**src/rtl/tsar_pkg.sv**
```systemverilog
// Shared definitions for the time-domain SAR ADC readout: FSM encoding,
// result width and default timing constants.
package tsar_pkg;

  typedef enum logic [1:0] {
    ST_IDLE    = 2'd0,
    ST_SAMPLE  = 2'd1,
    ST_CONVERT = 2'd2,
    ST_CAPTURE = 2'd3
  } tsar_state_e;

  localparam int TSAR_BITS            = 8;
  localparam int TSAR_SAMPLE_DEFAULT  = 4;
  localparam int TSAR_TIMEOUT_DEFAULT = 64;
  localparam int TSAR_SYNC_DEFAULT    = 2;

endpackage

```
**src/rtl/tsar_sync.sv**
```systemverilog
// Multi-stage single-bit synchronizer for the asynchronous FINAL flag.
module tsar_sync #(
  parameter int STAGES = 2
) (
  input  logic clk_i,
  input  logic rst_ni,
  input  logic d_i,
  output logic q_o
);

  logic [STAGES-1:0] ff_q;

  // Shift chain; the last stage is the synchronized output.
  always_ff @(posedge clk_i or negedge rst_ni) begin
    if (!rst_ni) begin
      ff_q <= '0;
    end else begin
      ff_q <= {ff_q[STAGES-2:0], d_i};
    end
  end

  assign q_o = ff_q[STAGES-1];

endmodule

```
**src/rtl/tsar_readout.sv**
```systemverilog
// Sample/convert sequencer and result register for the 8-bit time-domain
// SAR ADC, with valid/ready readout and sticky overrun/timeout flags.
module tsar_readout
  import tsar_pkg::*;
#(
  parameter int SAMPLE_CYCLES  = TSAR_SAMPLE_DEFAULT,
  parameter int TIMEOUT_CYCLES = TSAR_TIMEOUT_DEFAULT,
  parameter int SYNC_STAGES    = TSAR_SYNC_DEFAULT
) (
  input  logic                 CLK,
  input  logic                 RST_N,
  input  logic                 EN,
  input  logic                 CLR,
  input  logic                 FINAL,
  input  logic [TSAR_BITS-1:0] D,
  output logic                 CKS,
  output logic                 BUSY,
  output logic [TSAR_BITS-1:0] DOUT,
  output logic                 DVALID,
  input  logic                 DREADY,
  output logic                 OVR,
  output logic                 TOUT
);

  localparam int SCW = $clog2(SAMPLE_CYCLES);
  localparam int TCW = $clog2(TIMEOUT_CYCLES);

  tsar_state_e          state_q;
  logic [SCW-1:0]       scnt_q;
  logic [TCW-1:0]       tcnt_q;
  logic                 cks_q;
  logic                 busy_q;
  logic                 dvalid_q;
  logic                 ovr_q;
  logic                 tout_q;
  logic [TSAR_BITS-1:0] dout_q;

  logic final_s;
  logic load_s;
  logic ovr_set_s;
  logic tout_set_s;

  tsar_sync #(
    .STAGES (SYNC_STAGES)
  ) u_final_sync (
    .clk_i  (CLK),
    .rst_ni (RST_N),
    .d_i    (FINAL),
    .q_o    (final_s)
  );

  // A capture either lands (register free or drained this edge) or overruns.
  assign load_s     = (state_q == ST_CAPTURE) && (!dvalid_q || DREADY);
  assign ovr_set_s  = (state_q == ST_CAPTURE) && dvalid_q && !DREADY;
  assign tout_set_s = (state_q == ST_CONVERT) && !final_s &&
                      (tcnt_q == TCW'(TIMEOUT_CYCLES - 1));

  // Sequencer, counters, result register and sticky flags.
  always_ff @(posedge CLK or negedge RST_N) begin
    if (!RST_N) begin
      state_q  <= ST_IDLE;
      scnt_q   <= '0;
      tcnt_q   <= '0;
      cks_q    <= 1'b0;
      busy_q   <= 1'b0;
      dvalid_q <= 1'b0;
      ovr_q    <= 1'b0;
      tout_q   <= 1'b0;
      dout_q   <= '0;
    end else begin
      case (state_q)
        ST_IDLE: begin
          cks_q <= 1'b0;
          if (EN) begin
            state_q <= ST_SAMPLE;
            scnt_q  <= '0;
            busy_q  <= 1'b1;
          end else begin
            busy_q  <= 1'b0;
          end
        end
        ST_SAMPLE: begin
          if (!EN) begin
            state_q <= ST_IDLE;
            busy_q  <= 1'b0;
          end else if (scnt_q == SCW'(SAMPLE_CYCLES - 1)) begin
            state_q <= ST_CONVERT;
            cks_q   <= 1'b1;
            tcnt_q  <= '0;
          end else begin
            scnt_q  <= scnt_q + SCW'(1);
          end
        end
        ST_CONVERT: begin
          if (final_s) begin
            state_q <= ST_CAPTURE;
          end else if (tout_set_s) begin
            cks_q   <= 1'b0;
            scnt_q  <= '0;
            busy_q  <= EN;
            state_q <= EN ? ST_SAMPLE : ST_IDLE;
          end else begin
            tcnt_q  <= tcnt_q + TCW'(1);
          end
        end
        ST_CAPTURE: begin
          cks_q   <= 1'b0;
          scnt_q  <= '0;
          busy_q  <= EN;
          state_q <= EN ? ST_SAMPLE : ST_IDLE;
        end
        default: begin
          state_q <= ST_IDLE;
          cks_q   <= 1'b0;
          busy_q  <= 1'b0;
        end
      endcase

      if (load_s) begin
        dout_q   <= D;
        dvalid_q <= 1'b1;
      end else if (dvalid_q && DREADY) begin
        dvalid_q <= 1'b0;
      end else begin
        dvalid_q <= dvalid_q;
      end

      // A set on the same edge as CLR takes priority.
      if (ovr_set_s) begin
        ovr_q <= 1'b1;
      end else if (CLR) begin
        ovr_q <= 1'b0;
      end else begin
        ovr_q <= ovr_q;
      end

      if (tout_set_s) begin
        tout_q <= 1'b1;
      end else if (CLR) begin
        tout_q <= 1'b0;
      end else begin
        tout_q <= tout_q;
      end
    end
  end

  assign CKS    = cks_q;
  assign BUSY   = busy_q;
  assign DOUT   = dout_q;
  assign DVALID = dvalid_q;
  assign OVR    = ovr_q;
  assign TOUT   = tout_q;

endmodule

```
**config.mk**
```make
export PLATFORM = sky130hd
export DESIGN_NAME = tsar_readout
export DESIGN_NICKNAME = d
export VERILOG_FILES = /design/src/rtl/tsar_pkg.sv /design/src/rtl/tsar_sync.sv /design/src/rtl/tsar_readout.sv
export SDC_FILE = /design/constraint.sdc
export NUM_CORES = 1
export LEC_CHECK = 0
export ABC_AREA = 1
export BUFFER_PORTS_ARGS = -buffer_cell sky130_fd_sc_hd__buf_4
export CORE_MARGIN = 2
export CORE_UTILIZATION = 57
export CTS_CLUSTER_SIZE = 40
export DETAILED_ROUTE_END_ITERATION = 6
export PLACE_DENSITY = 0.8
export SLEW_MARGIN = 30
export SYNTH_ARGS = -nofsm -noshare
export SYNTH_HDL_FRONTEND = slang
export SYNTH_SLANG_ARGS = --single-unit
```
**constraint.sdc**
```tcl
create_clock -name CLK -period 2.2 [get_ports CLK]
set_clock_uncertainty 0.2 [all_clocks]
set_input_delay 0.11 -clock CLK [delete_from_list [all_inputs] [get_ports CLK]]
set_output_delay 0.11 -clock CLK [all_outputs]
set_load 0.02 [all_outputs]
```
* Word-level counts from Yosys, hierarchy flattened
Cells that the tools add are included.
** Cells by class
- $add $sub $neg :: 2
- Multiply operators :: 0
- Divide/modulo/power cells :: 0
- Magnitude comparators :: 0
- Equal/unequal tests :: 15
- Shift operators :: 0
- Muxes and demuxes :: 33
- Bitwise logic cells :: 0
- Reductions and logical operators :: 21
** Operators by type and width (number)
- 2-to-1 mux 6 bit :: 4
- 2-to-1 mux 2 bit :: 10
- != test 2 bit (second input constant) :: 8
- one-hot mux 2 bit (4 select lines) :: 2
- 2-to-1 mux 1 bit :: 14
- one-hot mux 6 bit (2 select lines) :: 1
- AND reduction 5 bit :: 2
- nonzero test 2 bit :: 4
- adder 6 x 1 -> 6 bit (second input constant) :: 1
- == test 2 bit (second input constant) :: 3
- == test 6 bit (second input constant) :: 1
- logical AND 1 bit :: 6
- AND reduction 3 bit :: 2
- one-hot mux 1 bit (4 select lines) :: 1
- AND reduction 4 bit :: 1
- logical NOT 1 bit :: 3
- != test 3 x 2 -> 1 bit (second input constant) :: 1
- != test 3 bit (second input constant) :: 1
- one-hot mux 1 bit (3 select lines) :: 1
- adder 2 x 1 -> 2 bit (second input constant) :: 1
- == test 2 x 1 -> 1 bit (second input constant) :: 1
- logical NOT 2 bit :: 1
- OR reduction 2 bit :: 1
- logical OR 1 bit :: 1
** Word-level totals
- Register bits after elaboration :: 25
- Latch bits :: 0
- Memory bits (writable) :: 0
- Bits in read-only memories :: 0
- Bits of input ports :: 14
- Output and inout bits :: 13
- Memories kept :: 0

* Longest topological paths before layout
- Depth after elaboration :: 6
- Gate-level depth with buffers :: 8

* Modules after synthesis
Synthesis repeated with hierarchy kept, for this count alone.
** Second synthesis, totals
- Cells, all modules :: 168
- Area, all modules :: 1315.0 um^2
** Modules (own cells, without submodules)
- tsar_readout :: instances 1, cells each 166, area an instance 1265.0 um^2
- tsar_sync :: instances 1, cells each 2, area an instance 50.0 um^2

* Worst setup path after synthesis
OpenSTA, ideal clock, no wires.
- Path kind :: register to register
- Start point :: reg tcnt_q[0]
- End point :: reg tcnt_q[0]
- Data arrival time :: 1.166 ns
- Path slack :: 0.769 ns
- Cell stages (with the launch flop) :: 8
- Path buffers :: 0
- Cells stage by stage :: dfrtp_1 > ha_1 > nand2_1 > nor2_2 > nand2_1 > nand3_2 > or2_1 > nand2_1
** On the way
- Cells in the longest elaborated chain, start to end :: 4
- Elaborated cells on any way between the ends :: 8
- Those cells by class :: 1 x add/sub; 2 x eq/ne; 3 x mux; 2 x reduce/logical
** RTL lines
- start: declaration :: RTL line tsar_readout.sv:30 : logic [TCW-1:0] tcnt_q;
- start signal: assignment :: RTL line tsar_readout.sv:103 : tcnt_q <= tcnt_q + TCW'(1);
- adder 6 x 1 -> 6 bit / == test 6 bit (equally long branches) :: RTL line tsar_readout.sv:103, tsar_readout.sv:56
- 2-to-1 mux 6 bit / logical AND 1 bit (equally long branches) :: RTL line tsar_readout.sv:97, tsar_readout.sv:55
- 2-to-1 mux 6 bit / != test 2 bit (equally long branches)
- one-hot mux 6 bit (2 select lines) / AND reduction 5 bit (equally long branches)
Parallel ways exist; a longest one is shown, timed or not. The select of a mux whose other input is x is not followed.
A chain may end at the register's enable or synchronous reset.

* Worst setup path in the final report
- Start point :: reg tcnt_q[1]
- End point :: reg tcnt_q[5]
The elaborated chain is that of the path after synthesis.

==> results.py <==
metrics = {
    "status": {
        "status": "complete, no violations",
    },
    "clocking": {
        "cts.sinks": 25,
        "cts_tree": "done",
        "h-tree-depth": 1,
        "cts_setup_buffers": 0,
        "cts_hold_buf": 12,
        "path_clk_slew_ps": 130,
        "cts_buffers": 3,
        "clock_latency_ps": 310,
        "cts-resized-gates": 0,
        "clk_path_buf_depth": 2,
        "cts_root_buf": "clkbuf_4",
    },
    "place": {
        "placed_cells": 214,
        "dpl_cell_area_mm2": 0.00151,
        "dp_hpwl_mm": 1.98,
        "globalplace.congestion": 0.851,
        "port-buffer-count": 26,
    },
    "synthesis": {
        "syn_area_per_cell_um2": 7.94,
        "netlist_area_mm2": 0.00128,
        "synthArstFlopShare": 1.00,
        "yosysTopAreaCellShare": 0.489,
        "yosysWarningCount": 0,
        "yosys-top-cells-count": "62 x nand2_1, 25 x dfrtp_1, 21 x nand3_1",
        "synth_edf_count": 0,
        "yosys_register_bits": 25,
        "ys_seq_area_frac": 0.489,
        "synthCells": 161,
        "netlist_top_cells_area": "dfrtp_1 49%, nand2_1 18%, nand3_1 8.2%, inv_1 3.8%, nor2_1 2.9%",
        "synth_nets": 177,
        "synth_most_common_cell": "nand2_1",
        "synth_ff_type": "dfrtp_1",
        "yosys.cell_types.count": 22,
        "synth.largest_area_cell": "dfrtp_1",
    },
    "critical_path": {
        "crit_start": "tcnt_q[1]",
        "reg2reg_from": "tcnt_q[1]",
        "timing.rr.end": "tcnt_q[5]",
        "setup.worst_path.class": "reg2reg",
        "end_kind": "flip-flop",
        "reg2reg_depth": 8,
        "critPathLaunchType": "flip-flop",
        "worstPathMaxFanout": 5,
        "crit_end": "tcnt_q[5]",
        "cp.required_ps": 2230,
        "r2r_slack_ps": 620,
        "worst_ep_arrival_time_ps": 1610,
    },
    "sta": {
        "finalSetupViolCount": 0,
        "finalSetupTns_ps": 0,
        "timing.final.max_slew_violations": 0,
        "max-slew-margin-rel": 0.790,
        "period_share": 0.720,
        "worstMarginPinSlew_ps": 315,
        "fin_crit_ps": 1580,
        "fmaxAchievable_mhz": 631,
        "rsz0062_at_grt": "no",
        "hold_viol": 0,
    },
    "power": {
        "peakVddDrop_uv": 842,
        "power.leakage_nw": 0.894,
        "cellPowerDensity_mw_per_mm2": 1130,
    },
    "grt": {
        "grt_pass1_vias": 1154,
        "grt_use_total": 0.236,
        "grt_overflow": 0,
        "antenna_found_initial": 0,
        "grt_max_degree": 26,
        "grt_pass1_wl_mm": 4.63,
    },
    "floorplanning": {
        "core-area_mm2": 0.00217,
        "num_io_pins": 27,
        "fp.dieH_um": 51.4,
        "fp.dieW_um": 51.4,
        "start_util": 0.589,
        "dieArea_mm2": 0.00264,
        "fp-row-count": 17,
    },
    "finish": {
        "nets": 219,
        "area_delta_synth_final_pct": 29.2,
        "layout-drive-gt1-share": 0.223,
        "final_util": 0.761,
        "diodes": 0,
        "final_cells": 230,
        "fin_area_mm2": 0.00165,
    },
    "route": {
        "vias_per_cell": 5.07,
        "wl_mm": 2.77,
        "num_vias": 1167,
        "wl_per_cell_um": 12.0,
        "drc": 0,
        "drtAntennaViolNets": 0,
        "drt_pass1_iterations": 4,
        "drt_iter0_markers": 22,
    },
    "flow_run": {
        "cap_violations": 0,
    },
    "worst_hold_path": {
        "hold_class": "in2async",
    },
}
[kinds of logic after synthesis]
kind of cell | after synthesis | share of synthesized area
adder cells (fa/ha/maj) | 2 | 0.0196
buffers and inverters | 18 | 0.0538
flip-flops | 25 | 0.489
AND/OR/NAND/NOR | 113 | 0.425
AO/OA/AOI/OAI | 3 | 0.0127
[metal layers]
layer  up-vias  routed length [um]  GRT usage  part of all wire
met5         -                   0          0                 0
met4         0                  34     0.0921             0.012
met3         4                 127     0.0292             0.046
met2        29                1440      0.444              0.52
met1       540                1170      0.267              0.42
li1        594                   -          -                 -
[final cells by class]
class | instances | area (um2)
flip-flops and latches | 25 | 626
multi-input cells | 118 | 584
fillers | 168 | 518
repair buffers | 38 | 315
inverters | 17 | 65.1
well taps | 28 | 35.0
clock buffers | 4 | 26.3
[cells in the final DEF (no fill, tap or decap), drive strengths merged, types with 4 or more instances in the layout]
| master | netlist | final |
|---|---|---|
| nand2 | 68 | 68 |
| dlygate4sd3 | 0 | 12 |
| dfrtp | 25 | 25 |
| nor2 | 15 | 15 |
| nand3 | 22 | 22 |
| clkbuf | 1 | 4 |
| buf | 0 | 26 |
| inv | 15 | 15 |
| nand4 | 4 | 4 |
[metrics by stage]
stage / total power (W) / worst slack, ps / hold WS (ps)
after detailed placement: 0.00165 / 646 / -172
after floorplan: 0.00135 / 769 / -386
after global routing: 0.00203 / 489 / 33.2
after global placement: 0.00162 / 713 / -175
final: 0.00187 / 615 / 11.9
after CTS: 0.00187 / 622 / 15.8
[worst min path at each step]
stage / depth (start not counted) / slack, ps / to
2_1_floorplan: 0 / -390 / BUSY
3_3_place_gp: 1 / -180 / tcnt_q[2]
3_5_place_dp: 1 / -170 / tcnt_q[3]
4_1_cts: 2 / 20 / DOUT[5]
5_1_grt: 2 / 30 / tcnt_q[3]
6_report: 2 / 10 / tcnt_q[2]
[sequential cells by signal, summed over array words and instances (netlist names)]
signal,flops
DOUT,8
CKS,1
BUSY,1
OVR,1
state_q,2
u_final_sync.ff_q,2
tcnt_q,6
scnt_q,2
TOUT,1
DVALID,1
[power breakdown]
group | internal, W | switching [W]
registers | 0.000620 | 0.000134
logic | 0.000351 | 0.000560
clock network | 0.0000709 | 0.000132
[worst max-delay path, stage by stage, from the launching register on]
cell,delay [ps]
dfrtp_1,430
ha_1,210
nand2_1,80
nor2_2,180
nand2_1,100
nand3_2,120
inv_1,70
nand3_1,60
nand2_1,50
Power figures use the tool's default switching activity.
